--- src/rtl/uart_rx.sv ---
// uart_rx: 8N1 serial receiver, LSB first, recovering bytes sent on the CPU's
// uart_rx_out line. The line is sampled at bit mid-points after a two-flop
// synchroniser; each received byte is offered on a valid/ready handshake.
//
// Ports:
//   sysclk      system clock, rising edge
//   cpu_resetn  synchronous active-low reset
//   uart_rx_in  serial line, asynchronous, idle high
//   rx_data     received byte, held stable while rx_valid is high
//   rx_valid    byte available until accepted (rx_valid && rx_ready)
//   rx_ready    consumer accept
//   frame_err   one-cycle pulse when the stop bit samples low
//   overrun     sticky: a completed byte was dropped while rx_valid was held
//   ovr_clr     clears overrun (a simultaneous new overrun wins)
//   busy        high whenever the receiver is not idle
module uart_rx #(
  parameter int CLKS_PER_BIT = 87,
  parameter int HALF_BIT     = CLKS_PER_BIT / 2
) (
  input  logic       sysclk,
  input  logic       cpu_resetn,
  input  logic       uart_rx_in,
  output logic [7:0] rx_data,
  output logic       rx_valid,
  input  logic       rx_ready,
  output logic       frame_err,
  output logic       overrun,
  input  logic       ovr_clr,
  output logic       busy
);

  localparam int          CW       = $clog2(CLKS_PER_BIT);
  localparam logic [CW-1:0] CNT_LAST = CW'(CLKS_PER_BIT - 1);
  localparam logic [CW-1:0] CNT_HALF = CW'(HALF_BIT - 1);

  typedef enum logic [2:0] {
    S_IDLE,
    S_START,
    S_DATA,
    S_STOP,
    S_RECOVER
  } state_t;

  state_t        state;
  logic          sync1;
  logic          rx_s;
  logic [CW-1:0] cnt;
  logic [2:0]    bit_idx;
  logic [7:0]    shreg;
  logic          accept;

  assign accept = rx_valid && rx_ready;

  always_ff @(posedge sysclk) begin
    if (!cpu_resetn) begin
      sync1     <= 1'b1;
      rx_s      <= 1'b1;
      state     <= S_IDLE;
      cnt       <= '0;
      bit_idx   <= '0;
      shreg     <= '0;
      rx_data   <= 8'h00;
      rx_valid  <= 1'b0;
      frame_err <= 1'b0;
      overrun   <= 1'b0;
      busy      <= 1'b0;
    end else begin
      sync1     <= uart_rx_in;
      rx_s      <= sync1;
      frame_err <= 1'b0;

      // Defaults that a later assignment in the FSM may override: a byte
      // loading on the accept edge keeps rx_valid high, and an overrun set
      // on the clear edge keeps overrun high.
      if (ovr_clr) overrun  <= 1'b0;
      if (accept)  rx_valid <= 1'b0;

      case (state)
        S_IDLE: begin
          cnt <= '0;
          if (!rx_s) begin
            state <= S_START;
            busy  <= 1'b1;
          end
        end

        S_START: begin
          if (cnt == CNT_HALF) begin
            cnt <= '0;
            if (rx_s) begin
              // Line went back high before mid-start: treat as a glitch.
              state <= S_IDLE;
              busy  <= 1'b0;
            end else begin
              state   <= S_DATA;
              bit_idx <= '0;
            end
          end else begin
            cnt <= cnt + 1'b1;
          end
        end

        S_DATA: begin
          if (cnt == CNT_LAST) begin
            cnt            <= '0;
            shreg[bit_idx] <= rx_s;
            if (bit_idx == 3'd7) state <= S_STOP;
            else                 bit_idx <= bit_idx + 3'd1;
          end else begin
            cnt <= cnt + 1'b1;
          end
        end

        S_STOP: begin
          if (cnt == CNT_LAST) begin
            cnt <= '0;
            if (rx_s) begin
              if (!rx_valid || accept) begin
                rx_data  <= shreg;
                rx_valid <= 1'b1;
              end else begin
                overrun <= 1'b1;
              end
              state <= S_IDLE;
              busy  <= 1'b0;
            end else begin
              frame_err <= 1'b1;
              state     <= S_RECOVER;
            end
          end else begin
            cnt <= cnt + 1'b1;
          end
        end

        S_RECOVER: begin
          // Wait out a break so a held-low line reports only one error.
          cnt <= '0;
          if (rx_s) begin
            state <= S_IDLE;
            busy  <= 1'b0;
          end
        end

        default: begin
          state <= S_IDLE;
          cnt   <= '0;
          busy  <= 1'b0;
        end
      endcase
    end
  end

endmodule

--- config.mk ---
export PLATFORM = sky130hd
export DESIGN_NAME = uart_rx
export DESIGN_NICKNAME = d
export VERILOG_FILES = /design/src/rtl/uart_rx.sv
export SDC_FILE = /design/constraint.sdc
export NUM_CORES = 1
export LEC_CHECK = 0
export BUFFER_PORTS_ARGS = -buffer_cell sky130_fd_sc_hd__buf_2
export CAP_MARGIN = 15
export CORE_MARGIN = 2
export CORE_UTILIZATION = 52
export DETAILED_ROUTE_END_ITERATION = 8
export PLACE_DENSITY = 0.71
export SETUP_SLACK_MARGIN = 0.02
export SLEW_MARGIN = 10
export SYNTH_ARGS = -nofsm -noshare
export SYNTH_HDL_FRONTEND = slang
export SYNTH_SLANG_ARGS = --single-unit
export TNS_END_PERCENT = 100
--- constraint.sdc ---
create_clock -name sysclk -period 3 [get_ports sysclk]
set_input_delay 0.15 -clock sysclk [delete_from_list [all_inputs] [get_ports sysclk]]
set_output_delay 0.15 -clock sysclk [all_outputs]
set_load 0.02 [all_outputs]
# After elaboration in Yosys (flattened, before gate mapping)
# Cells that the tools add are included.
[classes] addsub=2 order_cmp=2 eq_ne=15 muxes=36 bitwise_logic=1 n_reduce_logical=13
[ops] operator="2-to-1 mux 3 bit" count=11
[ops] operator="2-to-1 mux 1 bit" count=16
[ops] operator="!= test 2 bit (second input constant)" count=8
[ops] operator="one-hot mux 3 bit (5 select lines)" count=1
[ops] operator="2-to-1 mux 7 bit" count=2
[ops] operator="one-hot mux 7 bit (2 select lines)" count=1
[ops] operator="bitwise mux 8 bit" count=1
[ops] operator="AND reduction 4 bit" count=2
[ops] operator="adder 7 x 1 -> 7 bit (second input constant)" count=1
[ops] operator="equality test 7 x 6 -> 1 bit (second input constant)" count=1
[ops] operator="equality test 7 bit (second input constant)" count=1
[ops] operator="equality test 3 x 2 -> 1 bit (second input constant)" count=2
[ops] operator="equality test 3 bit (second input constant)" count=2
[ops] operator="one-hot mux 3 bit (2 select lines)" count=1
[ops] operator="AND reduction 6 bit" count=1
[ops] operator="one-hot mux 1 bit (5 select lines)" count=1
[ops] operator="AND reduction 5 bit" count=1
[ops] operator="< comparator 3 x 4 -> 1 bit (second input constant)" count=1
[ops] operator="adder 3 x 1 -> 3 bit (second input constant)" count=1
[ops] operator="demux 1 bit (select 3 bit)" count=1
[ops] operator="equality test 3 x 1 -> 1 bit (second input constant)" count=1
[ops] operator=">= comparator 3 x 1 -> 1 bit (second input constant)" count=1
[ops] operator="logical NOT 3 bit" count=1
[ops] operator="AND reduction 3 bit" count=1
[ops] operator="8 further kinds" count=9
[word_totals] reg_bits=35 in_bits=5

# Longest topological paths before layout
[depth] word_depth=6 depth_mapped=7 ltp_nobuf=5

# Worst setup path before layout
# No wires, ideal clock.
[synth_path] path_kind="register to register" start="register bit_idx[1]" end="register bit_idx[1]" setup_ns=0.091 arrival_time_ns=1.539 required_time_ns=2.909 slack_ns=1.370 stages_incl_launch_ff=6 synth_period_minus_slack_ns=1.630 path_cell_list="dfxtp_1 > ha_1 > ha_1 > nor3b_1 > a41oi_1 > a311oi_1"
[synth_via] elab_chain_cells=4 elab_cells_between_ends=7 classes_between="add/sub: 1; eq/ne: 2; mux: 3; reduce/logical: 1"
[synth_lines] item="start, declared" line="48" source="logic [2:0] bit_idx;"
[synth_lines] item="start signal, assigned" line="108" source="else bit_idx <= bit_idx + 3'd1;"
[synth_lines] item="adder 3 x 1 -> 3 bit" line="108"
[synth_lines] item="2-to-1 mux 3 bit" line="107" source="if (bit_idx == 3'd7) state <= S_STOP;"
[synth_lines] item="2-to-1 mux 3 bit" line="104" source="if (cnt == CNT_LAST) begin"
[synth_lines] item="one-hot mux 3 bit (2 select lines)" line="78" source="case (state)"
# Several ways; a longest one is shown, not always the timed one. The select of a mux whose other input is x is not followed.
# A chain may end at the register's enable or synchronous reset.

# Worst setup path in the final report
[layout_path] start="register cnt[0]" end="register cnt[6]"
[layout_via] elab_chain_cells=3 elab_cells_between_ends=6 classes_between="add/sub: 1; eq/ne: 2; mux: 3"
[layout_lines] item="start, declared" line="47" source="logic [CW-1:0] cnt;"
[layout_lines] item="start signal, assigned" line="99" source="cnt <= cnt + 1'b1;"
[layout_lines] item="start signal, assigned" line="110" source="cnt <= cnt + 1'b1;"
[layout_lines] item="start signal, assigned" line="131" source="cnt <= cnt + 1'b1;"
[layout_lines] item="adder 7 x 1 -> 7 bit, or another cell as far along" line="99, 110, 131"
[layout_lines] item="2-to-1 mux 7 bit (on tied branches)" line="104, 115, 88"
[layout_lines] item="one-hot mux 7 bit (2 select lines) (*)" line="78"
# Every way passes the cells marked *; elsewhere a longest branch is shown, timed or not.

==> metrics.txt <==
clock buffer depth=2; Vias/cell=around 6.0; Detail Route Antenna Nets=0; Starting Density=55.97%; Worst-Margin Slew=between 0.7 and 0.8 ns; FP Rows=20; DIE AREA=3818 um2; Max stage delay on crit path=between 0.6 and 0.7 ns; port bufs=16; global-route wire length before repair=between 6000 and 7000 um; clock latency on the worst-skew pair=between 0.3 and 0.4 ns; Final setup viols=0; R2R setup slack=slightly below 0.8 ns; Iteration-0 DRC Markers=just over 60; CTS Buf Count=5; Async S/R FF share, synth=0%; mapped cell area=1737 um2; largest net degree at the start of global routing=23; mean routed wirelength per cell=between 10 and 15 um; HP Start=ovr_clr; clock root cell=clkbuf_4; clock sink count=35; # diodes=0; CTS tree=built; Util after Layout=a little over 60%; Clk pin slew, worst setup/hold paths=0.10 ns; vias in the first global route=~1.3k; #FFs+latches synth=35; post-cts sizing count=0; Worst VDD drop=approximately 280 uV; Setup Skew=~0.0080 ns; yosys warns=0; syn_nets=199; Final Critical Period=2.218 ns; die height=roughly 62 um; synthesized area per cell=9.140 um2; Hold/Removal Path Class=input pin to flop; critical path data required time=3.19 ns; Chip Width=around 62 um; ratio of total power to cell area=around 390 nW/um2; H-tree levels=2; WP buf/inv=1; Tot GR Track Use=roughly 22%; GR Overflow Total=0; via count=approximately 1.5k; leakage=0.0006036 uW; # nets final=208; Hold Path Sink=overrun$_SDFF_PN0_; RSZ-0062 raised after global routing=false; IO Pins=17; setup TNS=0 ns; Core Box Area=around 3100 um2; crit path max-delay cell type=o21ai_1; f_max=450.9 MHz; sequential share of the synthesized area=about two fifths; worst setup path class=flop to flop; Final Hold Fails=0; area grow syn2layout=7.853%; library cells used by synthesis=46; Detailed Place HPWL=2400 um; Pre-antenna DRT Iters=4; R2R cell count=5; r2r endpoint=cnt[6]$_SDFF_PN0_; worst rel slew slack=between 50 and 60%; Most used DFF post-synth=dfxtp_1; Max Slew Vio Count=0; worst r2r src=cnt[0]$_SDFF_PN0_; crit path capture type=flop; Routability Congestion=0.7709; antenna violations before repair=0; critical path launch point type=flop; DRC=0; Post-CTS Setup Repair Bufs=0; layout cells sized above 1=approximately 14%; delay-heaviest family, CP=compound AO/OA/AOI/OAI gates; drt total wl=between 3000 and 4000 um; synthesized instance count=between 150 and 200; critical path data arrival time=2.40 ns; worst-path fanout max=20; worst hold path depth=3; max cap viols=0; EDFF count, synth=0; CP Cell Sequence=inv_1 > ha_1 > nand4bb_1 > o21ai_1 > a221oi_1; status=finished clean; fin crit share=between 70% and 80%
## registers in the layout, summed over array words and instances (netlist names)
| register | flops |
|---|---|
| rx_valid | 1 |
| overrun | 1 |
| frame_err | 1 |
| shreg | 8 |
| rx_data | 8 |
| busy | 1 |
| cnt | 7 |
| state | 3 |
| sync1 | 1 |
| bit_idx | 3 |
| rx_s | 1 |
## report_power, final
part	switching (uW)	total, uW	internal, uW
logic	16.3	25.7	9.45
registers	5.62	473	468
clock network	150	241	91.3
## cells in the mapped netlist, types with 2 or more instances
master	number	area share, %
nand3_1	4	1.2
a21oi_1	11	3.2
xor2_1	3	1.5
or4_1	6	2.6
nand4bb_1	3	1.9
or4b_1	2	1.2
ha_1	4	2.9
nor4_1	3	1.1
dfxtp_1	35	40
nand4_1	4	1.4
a31o_2	3	1.5
nor4b_1	2	1.0
or3_1	3	1.1
nor2b_1	2	0.72
nor4bb_1	2	1.2
a311oi_1	3	1.5
o21a_1	2	0.86
inv_1	6	1.3
nor3b_1	2	0.86
and4b_1	2	1.2
o31ai_1	7	3.0
nand2_1	20	4.3
nor2_1	3	0.65
buf_2	6	1.7
clkbuf_1	9	1.9
a221oi_1	3	1.5
a41oi_1	2	1.0
nand4b_1	3	1.5
o21ai_0	4	1.2
a211oi_1	5	2.2
mux2i_1	8	4.6
nand2b_1	4	1.4
## repair_timing
item                                    in CTS  in global routing
endpoints found under the hold margin        1                  0
hold buffers                                 1                  0
endpoints found under the setup margin       0                  0
## placed cells by master, fill, tap and decap left out, types with 5 or more instances in the layout
master	count
a211oi_1	5
a21oi_1	11
buf_2	16
clkbuf_4	5
dfxtp_1	35
inv_1	6
mux2i_1	8
nand2_1	20
o31ai_1	7
or4_1	6
## cell families after synthesis
kind of cell / synth area share [%]
simple gates: 25.29
compound gates: 18.95
flops: 40.35
buf+inv: 5.907
mux: 4.611
xor+xnor: 2.018
fa+ha+maj: 2.882
## layer usage
| layer | share of wire (%) | up-vias | global-route usage [%] | routed length [um] |
|---|---|---|---|---|
| met5 | 0 | - | 0 | 0 |
| met4 | 2.3 | 0 | 8.815 | 80 |
| met3 | 4.7 | 9 | 7.246 | 164 |
| met2 | 43 | 32 | 31.43 | 1503 |
| met1 | 50 | 678 | 29.25 | 1740 |
| li1 | - | 746 | - | - |
## worst register-to-register path, cell delays in order (launching register included)
cell,delay [ns]
dfxtp_1,0.36
inv_1,0.07
ha_1,0.18
nand4bb_1,0.59
o21ai_1,0.68
a221oi_1,0.19
## through the flow
step           hold WS [ns]  setup slack, ns  std cells  instance area (um2)  power (uW)
2_1_floorplan        0.2515            1.370        190                 1737       502.3
3_3_place_gp         0.3386           0.9854        235                 1813       507.8
3_5_place_dp         0.3387           0.8291        235                 1813       508.6
4_1_cts              0.1016           0.8071        244                 1873       744.7
5_1_grt              0.1083           0.5395        244                 1873       775.4
6_report             0.1084           0.7824        244                 1873       739.8
## area by class of cell
cell class | count | area [um2]
clock buffers | 7 | 45.04
clock inverters | 1 | 5.005
fillers | 298 | 1230
inverters | 6 | 22.52
multi-input cells | 132 | 939.7
flip-flops and latches | 35 | 700.7
well taps | 44 | 55.05
repair buffers | 19 | 105.1
## worst max path at each step
stage | start | endpoint | cells after the start
after floorplan | bit_idx[1]$_SDFFE_PN0P_ | bit_idx[1]$_SDFFE_PN0P_ | 5
after detailed placement | cnt[0]$_SDFF_PN0_ | cnt[6]$_SDFF_PN0_ | 5
after global placement | cnt[0]$_SDFF_PN0_ | cnt[5]$_SDFF_PN0_ | 5
after global routing | cnt[0]$_SDFF_PN0_ | cnt[6]$_SDFF_PN0_ | 5
after CTS | cnt[0]$_SDFF_PN0_ | cnt[6]$_SDFF_PN0_ | 5
final | cnt[0]$_SDFF_PN0_ | cnt[6]$_SDFF_PN0_ | 5
Power figures use the tool's default switching activity.
